`src/rtl/wb_stage_pkg.sv`:
```
// Shared MIPS decode constants and field helpers for writeback, controller and hazard logic.
// Pure declarations: no latency, no flow control.
package wb_stage_pkg;

    localparam logic [5:0] OP_RTYPE = 6'b000000;
    localparam logic [5:0] OP_JAL   = 6'b000011;
    localparam logic [5:0] OP_ADDI  = 6'b001000;
    localparam logic [5:0] OP_ADDIU = 6'b001001;
    localparam logic [5:0] OP_ORI   = 6'b001101;
    localparam logic [5:0] OP_LUI   = 6'b001111;
    localparam logic [5:0] OP_LB    = 6'b100000;
    localparam logic [5:0] OP_LH    = 6'b100001;
    localparam logic [5:0] OP_LW    = 6'b100011;
    localparam logic [5:0] OP_LBU   = 6'b100100;
    localparam logic [5:0] OP_LHU   = 6'b100101;

    localparam logic [5:0] FN_JR    = 6'b001000;
    localparam logic [5:0] FN_JALR  = 6'b001001;
    localparam logic [5:0] FN_ADDU  = 6'b100001;
    localparam logic [5:0] FN_SUBU  = 6'b100011;

    localparam logic [4:0] REG_RA   = 5'd31;
    localparam logic [31:0] LINK_OFFSET = 32'd8;

    typedef enum logic [1:0] {
        DST_NONE,
        DST_RD,
        DST_RT,
        DST_RA
    } dst_t;

    typedef enum logic [1:0] {
        SRC_ALU,
        SRC_LINK,
        SRC_MEM
    } src_t;

    typedef struct packed {
        logic        valid;
        logic [31:0] ir;
        logic [31:0] pc;
        logic [31:0] alu;
        logic [31:0] dm;
    } wb_reg_t;

    function automatic logic [5:0] f_op(input logic [31:0] ir);
        return ir[31:26];
    endfunction

    function automatic logic [4:0] f_rs(input logic [31:0] ir);
        return ir[25:21];
    endfunction

    function automatic logic [4:0] f_rt(input logic [31:0] ir);
        return ir[20:16];
    endfunction

    function automatic logic [4:0] f_rd(input logic [31:0] ir);
        return ir[15:11];
    endfunction

    function automatic logic [5:0] f_funct(input logic [31:0] ir);
        return ir[5:0];
    endfunction

endpackage

```
`src/rtl/wb_stage_load_ext.sv`:
```
// Sub-word load extraction: little-endian lane select plus sign/zero extension.
// Purely combinational, no flow control; built only when WB_LOAD_EXT_EN is defined.
module wb_stage_load_ext
    import wb_stage_pkg::*;
(
    input  logic [1:0]  addr_lo,
    input  logic [31:0] dm,
    input  logic [5:0]  op,
    output logic [31:0] ext
);

    logic [7:0]  byte_sel;
    logic [15:0] half_sel;

    always_comb begin
        byte_sel = dm[7:0];
        case (addr_lo)
            2'd0:    byte_sel = dm[7:0];
            2'd1:    byte_sel = dm[15:8];
            2'd2:    byte_sel = dm[23:16];
            default: byte_sel = dm[31:24];
        endcase
        // Halfword accesses are assumed aligned, so only bit 1 picks the lane.
        half_sel = addr_lo[1] ? dm[31:16] : dm[15:0];

        ext = dm;
        case (op)
            OP_LB:   ext = {{24{byte_sel[7]}}, byte_sel};
            OP_LBU:  ext = {24'd0, byte_sel};
            OP_LH:   ext = {{16{half_sel[15]}}, half_sel};
            OP_LHU:  ext = {16'd0, half_sel};
            default: ext = dm;
        endcase
    end

endmodule

```
`src/rtl/wb_stage.sv`:
```
// MIPS writeback stage: registers the MEM result, decodes the destination and drives the regfile write port.
// One cycle latency, no stall/flush (bubbles via valid_M); sub-word loads need WB_LOAD_EXT_EN.
module wb_stage
    import wb_stage_pkg::*;
#(
    parameter int CNT_W = 32
) (
    input  logic             clk,
    input  logic             reset,
    input  logic             valid_M,
    input  logic [31:0]      IR_M,
    input  logic [31:0]      PC_M,
    input  logic [31:0]      ALU_M,
    input  logic [31:0]      DM_M,
    output logic             RegWr,
    output logic [4:0]       RW,
    output logic [31:0]      BusW,
    output logic [31:0]      WPC,
    output logic [31:0]      IR_W,
    output logic [CNT_W-1:0] retired
);

    wb_reg_t          wb_q;
    logic [CNT_W-1:0] retired_q;
    dst_t             dst;
    src_t             src;
    logic [5:0]       op_w;
    logic [5:0]       funct_w;
    logic [31:0]      mem_word;

    always_ff @(posedge clk) begin
        if (reset) begin
            wb_q <= '0;
        end else begin
            wb_q.valid <= valid_M;
            wb_q.ir    <= IR_M;
            wb_q.pc    <= PC_M;
            wb_q.alu   <= ALU_M;
            wb_q.dm    <= DM_M;
        end
    end

    // Reset wins over the increment, so the instruction in WB at reset is never counted.
    always_ff @(posedge clk) begin
        if (reset) begin
            retired_q <= '0;
        end else if (wb_q.valid) begin
            retired_q <= retired_q + CNT_W'(1);
        end
    end

    assign op_w    = f_op(wb_q.ir);
    assign funct_w = f_funct(wb_q.ir);

    always_comb begin
        dst = DST_NONE;
        src = SRC_ALU;
        case (op_w)
            OP_RTYPE: begin
                case (funct_w)
                    FN_ADDU, FN_SUBU: dst = DST_RD;
                    FN_JALR: begin
                        dst = DST_RD;
                        src = SRC_LINK;
                    end
                    default: dst = DST_NONE;
                endcase
            end
            OP_ORI, OP_LUI, OP_ADDIU, OP_ADDI: dst = DST_RT;
            OP_LW: begin
                dst = DST_RT;
                src = SRC_MEM;
            end
`ifdef WB_LOAD_EXT_EN
            OP_LB, OP_LBU, OP_LH, OP_LHU: begin
                dst = DST_RT;
                src = SRC_MEM;
            end
`endif
            OP_JAL: begin
                dst = DST_RA;
                src = SRC_LINK;
            end
            default: dst = DST_NONE;
        endcase
    end

`ifdef WB_LOAD_EXT_EN
    wb_stage_load_ext u_load_ext (
        .addr_lo (wb_q.alu[1:0]),
        .dm      (wb_q.dm),
        .op      (op_w),
        .ext     (mem_word)
    );
`else
    assign mem_word = wb_q.dm;
`endif

    always_comb begin
        RW = 5'd0;
        case (dst)
            DST_RD:  RW = f_rd(wb_q.ir);
            DST_RT:  RW = f_rt(wb_q.ir);
            DST_RA:  RW = REG_RA;
            default: RW = 5'd0;
        endcase

        BusW = wb_q.alu;
        case (src)
            SRC_LINK: BusW = wb_q.pc + LINK_OFFSET;
            SRC_MEM:  BusW = mem_word;
            default:  BusW = wb_q.alu;
        endcase
    end

    // $0 writes are dropped here so the regfile bypass never forwards a bogus $0 value.
    assign RegWr   = wb_q.valid && (dst != DST_NONE) && (RW != 5'd0);
    assign WPC     = wb_q.pc;
    assign IR_W    = wb_q.ir;
    assign retired = retired_q;

endmodule

```
`config.mk`:
```
export PLATFORM = sky130hd
export DESIGN_NAME = wb_stage
export DESIGN_NICKNAME = d
export VERILOG_FILES = /design/src/rtl/wb_stage_pkg.sv /design/src/rtl/wb_stage_load_ext.sv /design/src/rtl/wb_stage.sv
export SDC_FILE = /design/constraint.sdc
export NUM_CORES = 1
export LEC_CHECK = 0
export BUFFER_PORTS_ARGS = -buffer_cell sky130_fd_sc_hd__buf_2
export CORE_AREA = 2 2 98 170
export CTS_CLUSTER_SIZE = 40
export DETAILED_ROUTE_END_ITERATION = 8
export DIE_AREA = 0 0 100 172
export GPL_ROUTABILITY_DRIVEN = 0
export PLACE_DENSITY = 0.87
export SYNTH_ARGS = -nofsm -noshare
export SYNTH_HDL_FRONTEND = slang
export SYNTH_SLANG_ARGS = --single-unit
export TNS_END_PERCENT = 100
```
`constraint.sdc`:
```
create_clock -name clk -period 2.05 [get_ports clk]
set_input_delay 0.205 -clock clk [delete_from_list [all_inputs] [get_ports clk]]
set_output_delay 0.205 -clock clk [all_outputs]
set_load 0.05 [all_outputs]
```
==> results.txt <==
Status - finished, violations left
Failing checks - setup timing
Final Cycle Share - 133%
Area of the die - 0.0172 mm²
Setup ws final - -0.685 ns
Dominant cell type by area after synthesis - dfxtp_1
Synthesized area - 0.00681 mm²
CTS buffer count - 17
Critical R2R Launch - retired[1]
# clock sinks - 161
Synth unique cells - 45
Ys async rst share - 0%
Placeable Area - 0.0159 mm²
CP max stage delay - 0.32 ns
EDFF count, synth - 0
Max Cap Viol - 0
Comb power frac - 17.1%
Vias in the first global route - 6,963
CP endpoint - BusW[24]
Fraction of layout cells with a size suffix above 1 - 44.0%
P_int - 5.72 mW
Maximum fanout along the worst path - 7
Worst Setup SP - IR_W[27]
P per Cell Area - 720 mW/mm²
CP endpoint kind - output port
Vias post-DR - 6,568
Largest cells by area after synthesis - dfxtp_1, nor2b_1, buf_4
Bufs and invs on worst path - 3
Mapped Cells - 737
Filler cells - 1,085
# DRC - 0
Die Wd - 100 µm
Antenna violations before repair - 1
Max VDD drop - 631 µV
Crit path depth - 12
Ys flop type - dfxtp_1
DP Worst Slack - -0.300 ns
Pins Over Slew Limit - 0
Via density - 5.05
I/O pin count - 265
Top-count cell post-synth - dfxtp_1
Worst Clk Skew - 0.00934 ns
Die Y - 172 µm
Global Route Usage Sum - 25.7%
Final #Nets - 1,232
# setup viols final - 38
PortBufs - 264
Top-area cell type share of the netlist area - 47.3%
Placed cell areas - 0.00896 mm²
CP delay by family, top - simple AND/OR/NAND/NOR gates
Clock tree buffer depth - 2
Root Buffer - clkbuf_16
Sw Share - 28.5%
Design Power - 8.00 mW
Seq pwr share - 41.9%
Reg2Reg Depth - 7
Sequential area share after synthesis - 47.3%
Hold path start - IR_M[0]
Critical path class - register to output port
CTS clk-pin slew, worst paths - 0.07 ns
First-pass GRT wire length - 34,400 µm
Setup Total Neg Slack - -19.89 ns
Max H-tree Level - 4
Clock latency at the later pin of the worst-skew pair - 0.42 ns
Reg2reg setup slack - 0.32 ns
Clock power frac - 41.0%
Syn-to-layout area delta - 63.3%
Largest net degree at the start of global routing - 51
Fmax - 366 MHz
Commonest cells post-synth - dfxtp_1, nor2b_1, nand2_1
DR pass1 iterations - 5
Drt initial violations - 193
Row cnt - 61
NetSw - 2.28 mW
Synthesized area per cell - 9.24 µm²
CP arrival - 2.53 ns
Final Hold Viols - 0
Yosys warnings - 0
WP data required - 1.85 ns
Worst-Margin Slew - 0.566 ns
CP Cell Sequence - nor4_2 > and2_1 > nand2_1 > nand2_2 > nand2_2 > ha_4 > buf_12 > buf_4 > nor2b_1 > a21oi_2 > o211a_4 > buf_8
Design area - 0.0111 mm²
Gr ovfl total - 0
Max-slew headroom - 62.3%
Routed wire per std cell - 18.2 µm
CTS tree - done
Static Leak - 4.94 nW
Total Wirelength - 23,700 µm
#FFs+latches synth - 161
RSZ-0062 raised after global routing - true
Fin util - 70.1%
HP Class - input port to register
DP HPWL - 15,100 µm
Cell mode on critical path - nand2_2
Final ANT Viol Nets - 0
Tmin final - 2.73 ns
Starting density of the core - 42.9%
Setup crit start kind - register
Reg2reg end - retired[18]
Slowest CP cell - dfxtp_2
Post-Syn Nets - 872
metrics by stage:
step / hold WS (ns) / std cells
final: 0.0128 / 1301
after detailed placement: 0.417 / 1172
after global placement: 0.412 / 1172
after CTS: 0.000290 / 1289
after global routing: 0.0113 / 1299
after floorplan: 0.333 / 737
per-layer routing:
layer	GRT usage, %	part of all wire (%)	up-vias	wire, µm
met5	0	0	-	0
met4	14.2	4.6	0	1100
met3	5.34	4.9	86	1160
met2	48.5	56	279	13200
met1	25.7	35	3109	8270
li1	-	-	3094	-
worst register-to-register path, delay by kind of cell (launching register included):
kind,cells,cell delay [ns]
buffers and inverters,1,0.22
flip-flops,1,0.43
adder cells (fa/ha/maj),1,0.26
XOR/XNOR,1,0.16
AND/OR/NAND/NOR,4,0.55
logic make-up after synthesis:
| logic type | share of synthesized area, % |
|---|---|
| AND/OR/NAND/NOR | 28.3 |
| flip-flops | 47.3 |
| buffers and inverters | 9.94 |
| AO/OA/AOI/OAI | 6.35 |
| XOR/XNOR | 7.07 |
| adder cells (fa/ha/maj) | 0.735 |
| multiplexers | 0.294 |
sequential cells by signal, indices dropped and copies added (netlist names):
| register | flops |
|---|---|
| mem_word | 32 |
| WPC | 32 |
| IR_W | 32 |
| wb_q | 33 |
| retired | 32 |
repair_timing:
action / in CTS / in global routing
pin swaps: 13 / 22
endpoints found under the setup margin: 38 / 38
endpoints found under the hold margin: 78 / 1
cloned: 1 / 2
resized for setup: 117 / 48
hold buffers: 78 / 1
buffers inserted: 6 / 9
placed cells by master (no fill, tap or decap), types with 4 or more instances in the layout:
| master | n |
|---|---|
| dfxtp_1 | 158 |
| xor2_1 | 40 |
| inv_6 | 5 |
| nor2b_1 | 131 |
| dlygate4sd3_1 | 79 |
| nand2_1 | 63 |
| buf_2 | 225 |
| a21oi_4 | 9 |
| nand4_1 | 13 |
| o21ai_2 | 7 |
| o21ai_4 | 8 |
| nor2_1 | 44 |
| nand2_4 | 4 |
| and2_1 | 5 |
| buf_6 | 43 |
| nand3_1 | 25 |
| and3_1 | 7 |
| o221ai_4 | 16 |
| clkbuf_16 | 19 |
| a221oi_2 | 5 |
| and4_1 | 7 |
| inv_1 | 13 |
| buf_8 | 10 |
| a22oi_2 | 5 |
| xnor2_1 | 14 |
| nand2_2 | 4 |
| buf_12 | 11 |
| nor2_4 | 4 |
| buf_4 | 71 |
worst min path at each step:
stage,to,cells after the start
2_1_floorplan,IR_W[0],1
3_3_place_gp,WPC[2],2
3_5_place_dp,mem_word[12],2
4_1_cts,WPC[3],2
5_1_grt,WPC[4],2
6_report,IR_W[0],2
power groups by stage:
stage | sequential (mW) | clock (mW) | combinational [mW]
after floorplan | 3.41 | 0 | 0.798
after global placement | 3.40 | 0 | 1.08
after detailed placement | 3.41 | 0 | 1.09
after CTS | 3.34 | 3.33 | 1.30
after global routing | 3.36 | 3.45 | 1.43
final | 3.35 | 3.29 | 1.37
area by class of cell:
| cell class | instances | area [µm²] | area share (%) |
|---|---|---|---|
| diodes | 2 | 5.00 | 0.0450 |
| clock buffers | 18 | 439 | 3.95 |
| clock inverters | 14 | 168 | 1.51 |
| inverters | 13 | 48.8 | 0.439 |
| multi-input cells | 463 | 3650 | 32.8 |
| flip-flops and latches | 161 | 3230 | 29.0 |
| well taps | 189 | 236 | 2.13 |
| repair buffers | 441 | 3350 | 30.2 |
Note: power is estimated with default switching activity, not from simulation.
